$ cat src/rtl/comp_window_tracker.sv
// comp_window_tracker: running max/min over a WINDOW-sample window using one shared
// magnitude comparator. Optional comparator one-hot check: COMP_ONEHOT_CHECK_EN.
module comp_window_tracker #(
   parameter int WIDTH  = 4,
   parameter int WINDOW = 8
) (
   input  logic                        clk,
   input  logic                        reset,
   input  logic                        clear,
   input  logic                        in_valid,
   input  logic [WIDTH-1:0]            in_data,
   output logic                        in_ready,
   output logic [WIDTH-1:0]            cmp_a,
   output logic [WIDTH-1:0]            cmp_b,
   input  logic                        cmp_e,
   input  logic                        cmp_l,
   input  logic                        cmp_g,
   output logic [WIDTH-1:0]            max_out,
   output logic [WIDTH-1:0]            min_out,
   output logic [$clog2(WINDOW+1)-1:0] cnt_out,
   output logic                        done,
   output logic                        cmp_err
);

   localparam int CW = $clog2(WINDOW + 1);
   localparam logic [CW-1:0] WIN_LEN = CW'(WINDOW);

   typedef enum logic [1:0] {
      S_IDLE,
      S_CMP_MAX,
      S_CMP_MIN,
      S_DONE
   } state_t;

   state_t           state_q, state_d;
   logic [WIDTH-1:0] max_q, max_d;
   logic [WIDTH-1:0] min_q, min_d;
   logic [WIDTH-1:0] s_q, s_d;
   logic [CW-1:0]    cnt_q, cnt_d;
   logic [CW-1:0]    cnt_inc;
   logic             accept;

   assign cnt_inc  = cnt_q + CW'(1);
   assign in_ready = (state_q == S_IDLE) && !clear;
   assign accept   = in_valid && in_ready;

   always_comb begin
      state_d = state_q;
      max_d   = max_q;
      min_d   = min_q;
      s_d     = s_q;
      cnt_d   = cnt_q;
      cmp_a   = '0;
      cmp_b   = '0;
      done    = 1'b0;
      case (state_q)
         S_IDLE: begin
            if (accept) begin
               if (cnt_q == '0) begin
                  // First sample seeds both extremes without using the comparator.
                  max_d = in_data;
                  min_d = in_data;
                  cnt_d = CW'(1);
                  if (WINDOW == 1) state_d = S_DONE;
               end else begin
                  s_d     = in_data;
                  state_d = S_CMP_MAX;
               end
            end
         end
         S_CMP_MAX: begin
            cmp_a = s_q;
            cmp_b = max_q;
            if (cmp_g) max_d = s_q;
            state_d = S_CMP_MIN;
         end
         S_CMP_MIN: begin
            cmp_a = s_q;
            cmp_b = min_q;
            if (cmp_l) min_d = s_q;
            cnt_d   = cnt_inc;
            state_d = (cnt_inc == WIN_LEN) ? S_DONE : S_IDLE;
         end
         S_DONE: begin
            done    = 1'b1;
            cnt_d   = '0;
            state_d = S_IDLE;
         end
         default: state_d = S_IDLE;
      endcase
   end

   always_ff @(posedge clk) begin
      if (reset || clear) begin
         state_q <= S_IDLE;
         max_q   <= '0;
         min_q   <= '0;
         s_q     <= '0;
         cnt_q   <= '0;
      end else begin
         state_q <= state_d;
         max_q   <= max_d;
         min_q   <= min_d;
         s_q     <= s_d;
         cnt_q   <= cnt_d;
      end
   end

   assign max_out = max_q;
   assign min_out = min_q;
   assign cnt_out = cnt_q;

`ifdef COMP_ONEHOT_CHECK_EN
   logic err_q, err_d;

   always_comb begin
      err_d = err_q;
      if (((state_q == S_CMP_MAX) || (state_q == S_CMP_MIN)) &&
          !$onehot({cmp_e, cmp_l, cmp_g}))
         err_d = 1'b1;
   end

   always_ff @(posedge clk) begin
      if (reset || clear) err_q <= 1'b0;
      else                err_q <= err_d;
   end

   assign cmp_err = err_q;
`else
   logic unused_cmp_e;
   assign unused_cmp_e = cmp_e;
   assign cmp_err      = 1'b0;
`endif

endmodule

$ cat config.mk
export PLATFORM = sky130hd
export DESIGN_NAME = comp_window_tracker
export DESIGN_NICKNAME = d
export VERILOG_FILES = /design/src/rtl/comp_window_tracker.sv
export SDC_FILE = /design/constraint.sdc
export NUM_CORES = 1
export LEC_CHECK = 0
export BUFFER_PORTS_ARGS = -buffer_cell sky130_fd_sc_hd__clkbuf_2
export CAP_MARGIN = 20
export CELL_PAD_IN_SITES_DETAIL_PLACEMENT = 1
export CELL_PAD_IN_SITES_GLOBAL_PLACEMENT = 2
export CORE_UTILIZATION = 31
export CTS_CLUSTER_SIZE = 20
export DETAILED_ROUTE_END_ITERATION = 6
export MAX_ROUTING_LAYER = met4
export PLACE_DENSITY = 0.93
export SYNTH_ARGS = -nofsm -noshare
export SYNTH_HDL_FRONTEND = slang
export SYNTH_SLANG_ARGS = --single-unit
$ cat constraint.sdc
create_clock -name clk -period 4.65 [get_ports clk]
set_clock_uncertainty 0.15 [all_clocks]
set_input_delay 0.2325 -clock clk [delete_from_list [all_inputs] [get_ports clk]]
set_output_delay 0.2325 -clock clk [all_outputs]
set_load 0.01 [all_outputs]
# Word level (Yosys, flattened, before mapping)
# Index checks and enable logic that the tools add are counted.
dict set report totals {
  register_bits 18
  input_bits 11
  out_inout_bits 23
  word_cells 47
}
dict set report op_classes {
  add_sub_neg 1
  n_eq_ne 9
  n_mux 16
  n_bitwise 1
  n_reduce_logical 15
}
# cell count
set ops {}
lappend ops {{4-bit two-way mux} 7}
lappend ops {{4-bit one-hot mux with 2 select lines} 3}
lappend ops {{4-bit one-hot mux with 3 select lines} 1}
lappend ops {{2-bit != test, second input constant} 4}
lappend ops {{2-bit one-hot mux with 4 select lines} 1}
lappend ops {{4-bit AND reduction} 2}
lappend ops {{2-bit two-way mux} 3}
lappend ops {{3-bit AND reduction} 2}
lappend ops {{4-bit by 1-bit adder with 4-bit output, second input constant} 1}
lappend ops {{2-bit equality test, second input constant} 2}
lappend ops {{4-bit equality test, second input constant} 1}
lappend ops {{4-bit zero test} 1}
lappend ops {{2-bit nonzero test} 2}
lappend ops {{3-bit nonzero test} 1}
lappend ops {{2-bit by 1-bit equality test with 1-bit output, second input constant} 1}
lappend ops {{1-bit logical AND} 2}
lappend ops {{2-bit zero test} 1}
lappend ops {{2-bit by 1-bit != test with 1-bit output, second input constant} 1}
lappend ops {{2-bit AND reduction} 1}
lappend ops {{2-bit OR reduction} 1}
lappend ops {{1-bit zero test} 1}
lappend ops {{1-bit logical OR} 1}
lappend ops {{1-bit two-way mux} 1}
lappend ops {{1-bit inverter} 1}

# Depth between registers and ports, before layout
dict set report depth {
  word_depth 5
  ltp_mapped 8
  ltp_nobuf 6
}

# Worst setup path after synthesis
# No wires, ideal clock.
dict set report synth_path {
  path_kind {register -> register}
  from {register cnt_q[0] (netlist: cnt_out[0])}
  to {register min_q[0] (netlist: min_out[0])}
  t_arrival_ns 1.504
  path_slack_ns 2.926
  path_stages_with_launch 8
  n_path_buf 1
  cell_sequence {dfxtp_1 -> inv_1 -> ha_1 -> nor3b_4 -> a21boi_2 -> buf_6 -> or3_1 -> a21oi_1}
}
dict set report synth_between {
  elab_chain_cells 3
}
# element line_no
set synth_rtl {}
lappend synth_rtl {{start, declared} 39} ;# logic [CW-1:0] cnt_q, cnt_d;
lappend synth_rtl {{start signal, assigned} 105} ;# cnt_q <= cnt_d;
lappend synth_rtl {{4-bit zero test} 59} ;# if (cnt_q == '0) begin
lappend synth_rtl {{2-bit by 1-bit != test with 1-bit output (no line)} n/a}
lappend synth_rtl {{4-bit AND reduction (no line)} n/a}
lappend synth_rtl {{end signal, assigned} 103} ;# min_q <= min_d;
lappend synth_rtl {{end, declared} 37} ;# logic [WIDTH-1:0] min_q, min_d;
# Every way passes these cells.
# A chain may end at the register's enable or synchronous reset.

# Worst setup path in the final report
dict set report layout_path {
  from {register state_q[0]}
  to {register min_q[2] (netlist: min_out[2])}
}
dict set report layout_between {
  elab_chain_cells 5
  elab_cells_between_ends 10
  cone_classes {eq/ne: 4; mux: 1; reduce/logical: 5}
}
# element line_no
set layout_rtl {}
lappend layout_rtl {{start, declared} 35} ;# state_t state_q, state_d;
lappend layout_rtl {{start signal, assigned} 101} ;# state_q <= state_d;
lappend layout_rtl {{2-bit zero test} {44, 56}}
lappend layout_rtl {{1-bit logical AND} 44} ;# assign in_ready = (state_q == S_IDLE) && !clear;
lappend layout_rtl {{1-bit logical AND} 45} ;# assign accept = in_valid && in_ready;
lappend layout_rtl {{2-bit != test (no line)} n/a}
lappend layout_rtl {{4-bit AND reduction (no line)} n/a}
# Parallel ways exist; a longest one is shown, timed or not.

==> metrics.txt <==
# TYPE chip_impl_metric gauge
chip_impl_info{name="setup.worst_path.start",value="state_q[0]$_SDFFE_PP0P_"} 1
chip_impl_metric{name="synthesis.nets",unit=""} 148
chip_impl_info{name="dominantRegCellSynth",value="sky130_fd_sc_hd__dfxtp_1"} 1
chip_impl_metric{name="detailed_place_hpwl",unit="um"} 2243
chip_impl_info{name="timing.hold.worst.start",value="in_data[0]"} 1
chip_impl_metric{name="clkTransAtPathRegs",unit="ps"} 110
chip_impl_info{name="worstSetupPathType",value="reg -> reg"} 1
chip_impl_metric{name="cap_violations",unit=""} 0
chip_impl_metric{name="worst_slew_margin_rel",unit="%"} 56.23
chip_impl_metric{name="post_synth_inst_count",unit=""} 129
chip_impl_info{name="timing.rr.start",value="state_q[0]$_SDFFE_PP0P_"} 1
chip_impl_metric{name="floorplan.rows",unit=""} 21
chip_impl_metric{name="postCtsSetupBuffers",unit=""} 0
chip_impl_metric{name="number_of_synthesized_register_bits",unit=""} 18
chip_impl_metric{name="antenna_cell_count",unit=""} 0
chip_impl_info{name="tritoncts",value="done"} 1
chip_impl_info{name="yosys-top-cells-area",value="sky130_fd_sc_hd__dfxtp_1 (32%), sky130_fd_sc_hd__mux2i_1 (12%), sky130_fd_sc_hd__ha_1 (8.9%)"} 1
chip_impl_metric{name="cellPowerDensity",unit="nW/um^2"} 216.7
chip_impl_metric{name="cts_bufs_inserted",unit=""} 3
chip_impl_metric{name="die_area",unit="sq um"} 3886
chip_impl_metric{name="global_route.overflow_total",unit=""} 0
chip_impl_metric{name="grt_pass1_vias",unit=""} 1078
chip_impl_metric{name="report.final.hold_viol_count",unit=""} 0
chip_impl_metric{name="synth_area_per_cell",unit="sq um"} 8.749
chip_impl_metric{name="wl",unit="um"} 2929
chip_impl_metric{name="final_core_utilization",unit="%"} 39.16
chip_impl_metric{name="detail_route.vias_per_cell",unit=""} 5.192
chip_impl_metric{name="final.period_utilization",unit="%"} 48.64
chip_impl_metric{name="number_of_optimization_iterations_in_the_first_detailed_route_pass",unit=""} 2
chip_impl_metric{name="chip_width",unit="um"} 62.34
chip_impl_metric{name="synth-edff-count",unit=""} 0
chip_impl_metric{name="numPortBuffers",unit=""} 31
chip_impl_metric{name="core_region_area",unit="sq um"} 3416
chip_impl_info{name="synth_commonest_cells",value="sky130_fd_sc_hd__dfxtp_1 (18), sky130_fd_sc_hd__a21oi_1 (14), sky130_fd_sc_hd__mux2i_1 (14)"} 1
chip_impl_metric{name="ff_latch_area",unit="sq um"} 360.3
chip_impl_metric{name="finish.net_count",unit=""} 177
chip_impl_metric{name="timing.critical_path.arrival",unit="ps"} 2350
chip_impl_metric{name="netlist-cell-type-count",unit=""} 31
chip_impl_info{name="synth_top_area_cell",value="sky130_fd_sc_hd__dfxtp_1"} 1
chip_impl_info{name="synth_most_common_cell",value="sky130_fd_sc_hd__dfxtp_1"} 1
chip_impl_metric{name="detail_route.iter0.violations",unit=""} 55
chip_impl_metric{name="layout-drive-gt1-share",unit="%"} 26.11
chip_impl_metric{name="route.detailed.wl_per_inst",unit="um"} 14.43
chip_impl_info{name="setup_repair_after_global_routing_missed_its_margin",value="false"} 1
chip_impl_metric{name="finalWeightedCongestion",unit=""} 0.7721
chip_impl_metric{name="synth_largest_type_area_fraction",unit="%"} 31.93
chip_impl_info{name="holdCritPathClass",value="in -> reg"} 1
chip_impl_metric{name="dpl.cell_count",unit=""} 199
chip_impl_metric{name="clock_latency",unit="ps"} 310
chip_impl_metric{name="setup_tns",unit="ps"} 0
chip_impl_info{name="critPathLaunchType",value="flip-flop"} 1
chip_impl_metric{name="grt_antenna_before_repair",unit=""} 0
chip_impl_metric{name="layout_min_cycle_time",unit="ps"} 2262
chip_impl_metric{name="post_cts.resized_instances",unit=""} 0
chip_impl_metric{name="leakage",unit="uW"} 0.0005522
chip_impl_metric{name="antenna_violating_nets_post_route",unit=""} 0
chip_impl_metric{name="max_clock_freq",unit="GHz"} 0.4421
chip_impl_info{name="clock_root_buffer",value="sky130_fd_sc_hd__clkbuf_4"} 1
chip_impl_metric{name="global_route.usage.total",unit="%"} 16.63
chip_impl_metric{name="via_count_of_the_routed_design",unit=""} 1054
chip_impl_metric{name="timing.critical_path.fanout_max",unit=""} 15
chip_impl_metric{name="fillerInstances",unit=""} 444
chip_impl_metric{name="maxSlewViolCount",unit=""} 0
chip_impl_metric{name="maximum_number_of_pins_on_one_net_before_global_route_repair",unit=""} 17
chip_impl_info{name="status",value="completed"} 1
chip_impl_metric{name="syn-cell-area",unit="sq um"} 1129
chip_impl_metric{name="tightest_slew",unit="ps"} 656.5
chip_impl_metric{name="grt_first_pass_wirelength",unit="um"} 4981
chip_impl_metric{name="ys_warn_count",unit=""} 0
chip_impl_metric{name="data_required_time_at_the_worst_endpoint",unit="ps"} 4740
chip_impl_metric{name="syn2layout_area_growth",unit="%"} 18.51
chip_impl_metric{name="power.ir.vdd_worst",unit="mV"} 0.1517
chip_impl_metric{name="power.total",unit="uW"} 289.8
chip_impl_metric{name="final_cells",unit=""} 203
chip_impl_metric{name="ctsHtreeMaxLevel",unit=""} 1
chip_impl_metric{name="drc",unit=""} 0
chip_impl_metric{name="post_cts_hold_buffer_count",unit=""} 0
chip_impl_metric{name="seq_area_frac_synth",unit="%"} 31.93
chip_impl_metric{name="cts_max_path_buffers",unit=""} 2
chip_impl_metric{name="initial_utilization",unit="%"} 33.04
chip_impl_metric{name="asyncSetResetFlopFracSynth",unit="%"} 0
chip_impl_metric{name="multi_input_area",unit="sq um"} 705.7
chip_impl_metric{name="cts_num_sinks",unit=""} 18
chip_impl_info{name="critPathCaptureType",value="flip-flop"} 1
chip_impl_metric{name="final-setup-viol-count",unit=""} 0
chip_impl_metric{name="die-height",unit="um"} 62.34
chip_impl_metric{name="top_level_port_count",unit=""} 34
power by group:
part | internal [uW] | leakage [uW] | total (uW) | switching [uW]
clock network | 47.8 | 0.0000210 | 101 | 53.5
logic | 12.8 | 0.000386 | 30.0 | 17.2
registers | 156 | 0.000145 | 159 | 2.16
layout make-up:
cell class	count	share of cell area [%]
sequential	18	26.94
multi-input combinational	98	52.76
clock buffer	4	2.713
inverter	6	1.684
timing repair buffer	31	11.60
tap	46	4.303
kinds of logic (layout without fill, tap and decap cells):
family          Yosys count  after routing  synth area share, %
simple gates             39             39                20.84
compound gates           34             34                18.51
flops                    18             18                31.93
mux                      14             14                12.42
buf+inv                  13             41                5.543
fa+ha+maj                 8              8                8.870
xor+xnor                  2              2                1.552
other cells               1              1               0.3323
critical path: stages, from the launching register on:
cell and delay, ps:
sky130_fd_sc_hd__dfxtp_1 380, sky130_fd_sc_hd__inv_1 120, sky130_fd_sc_hd__ha_1 590, sky130_fd_sc_hd__mux2i_1 350, sky130_fd_sc_hd__or3_1 440, sky130_fd_sc_hd__a21oi_1 160
metal layers:
metal | track usage (%) | vias to the layer above | share of wire (%)
li1 | - | 513 | -
met1 | 17.71 | 512 | 41
met2 | 31.04 | 24 | 54
met3 | 3.493 | 5 | 3.8
met4 | 4.070 | 0 | 1.4
met5 | - | - | 0
state kept, by name, indices dropped and copies added (netlist names):
register / flops
max_out: 4
cnt_out: 4
state_q: 2
s_q: 4
min_out: 4
stage by stage:
stage	area (sq um)	hold WS (ps)	setup WS, ps
after floorplan	1129	226.4	2926
after global placement	1301	325.5	2500
after detailed placement	1301	343.2	2405
after CTS	1338	42.20	2388
after global routing	1338	53.59	2160
final	1338	47.47	2388
placed cells by master (no fill, tap or decap), drive strengths merged, types with 3 or more instances in the layout:
| cell type | n |
|---|---|
| a21oi | 14 |
| a22oi | 4 |
| and2 | 4 |
| clkbuf | 35 |
| dfxtp | 18 |
| ha | 8 |
| inv | 6 |
| mux2i | 14 |
| nand2 | 3 |
| nor2 | 7 |
| nor2b | 5 |
| o21ai | 11 |
| or3 | 9 |
final timing paths:
check / end / slack, ps / depth (start not counted)
hold reg to reg: max_out[3]$_SDFFE_PP0P_ / 360 / 2
hold / removal: s_q[0]$_SDFFE_PP0P_ / 50 / 3
setup / recovery: min_out[2]$_SDFFE_PP0P_ / 2390 / 5
setup reg to reg: min_out[2]$_SDFFE_PP0P_ / 2390 / 5
No activity file was read; power rests on OpenSTA's default activity.
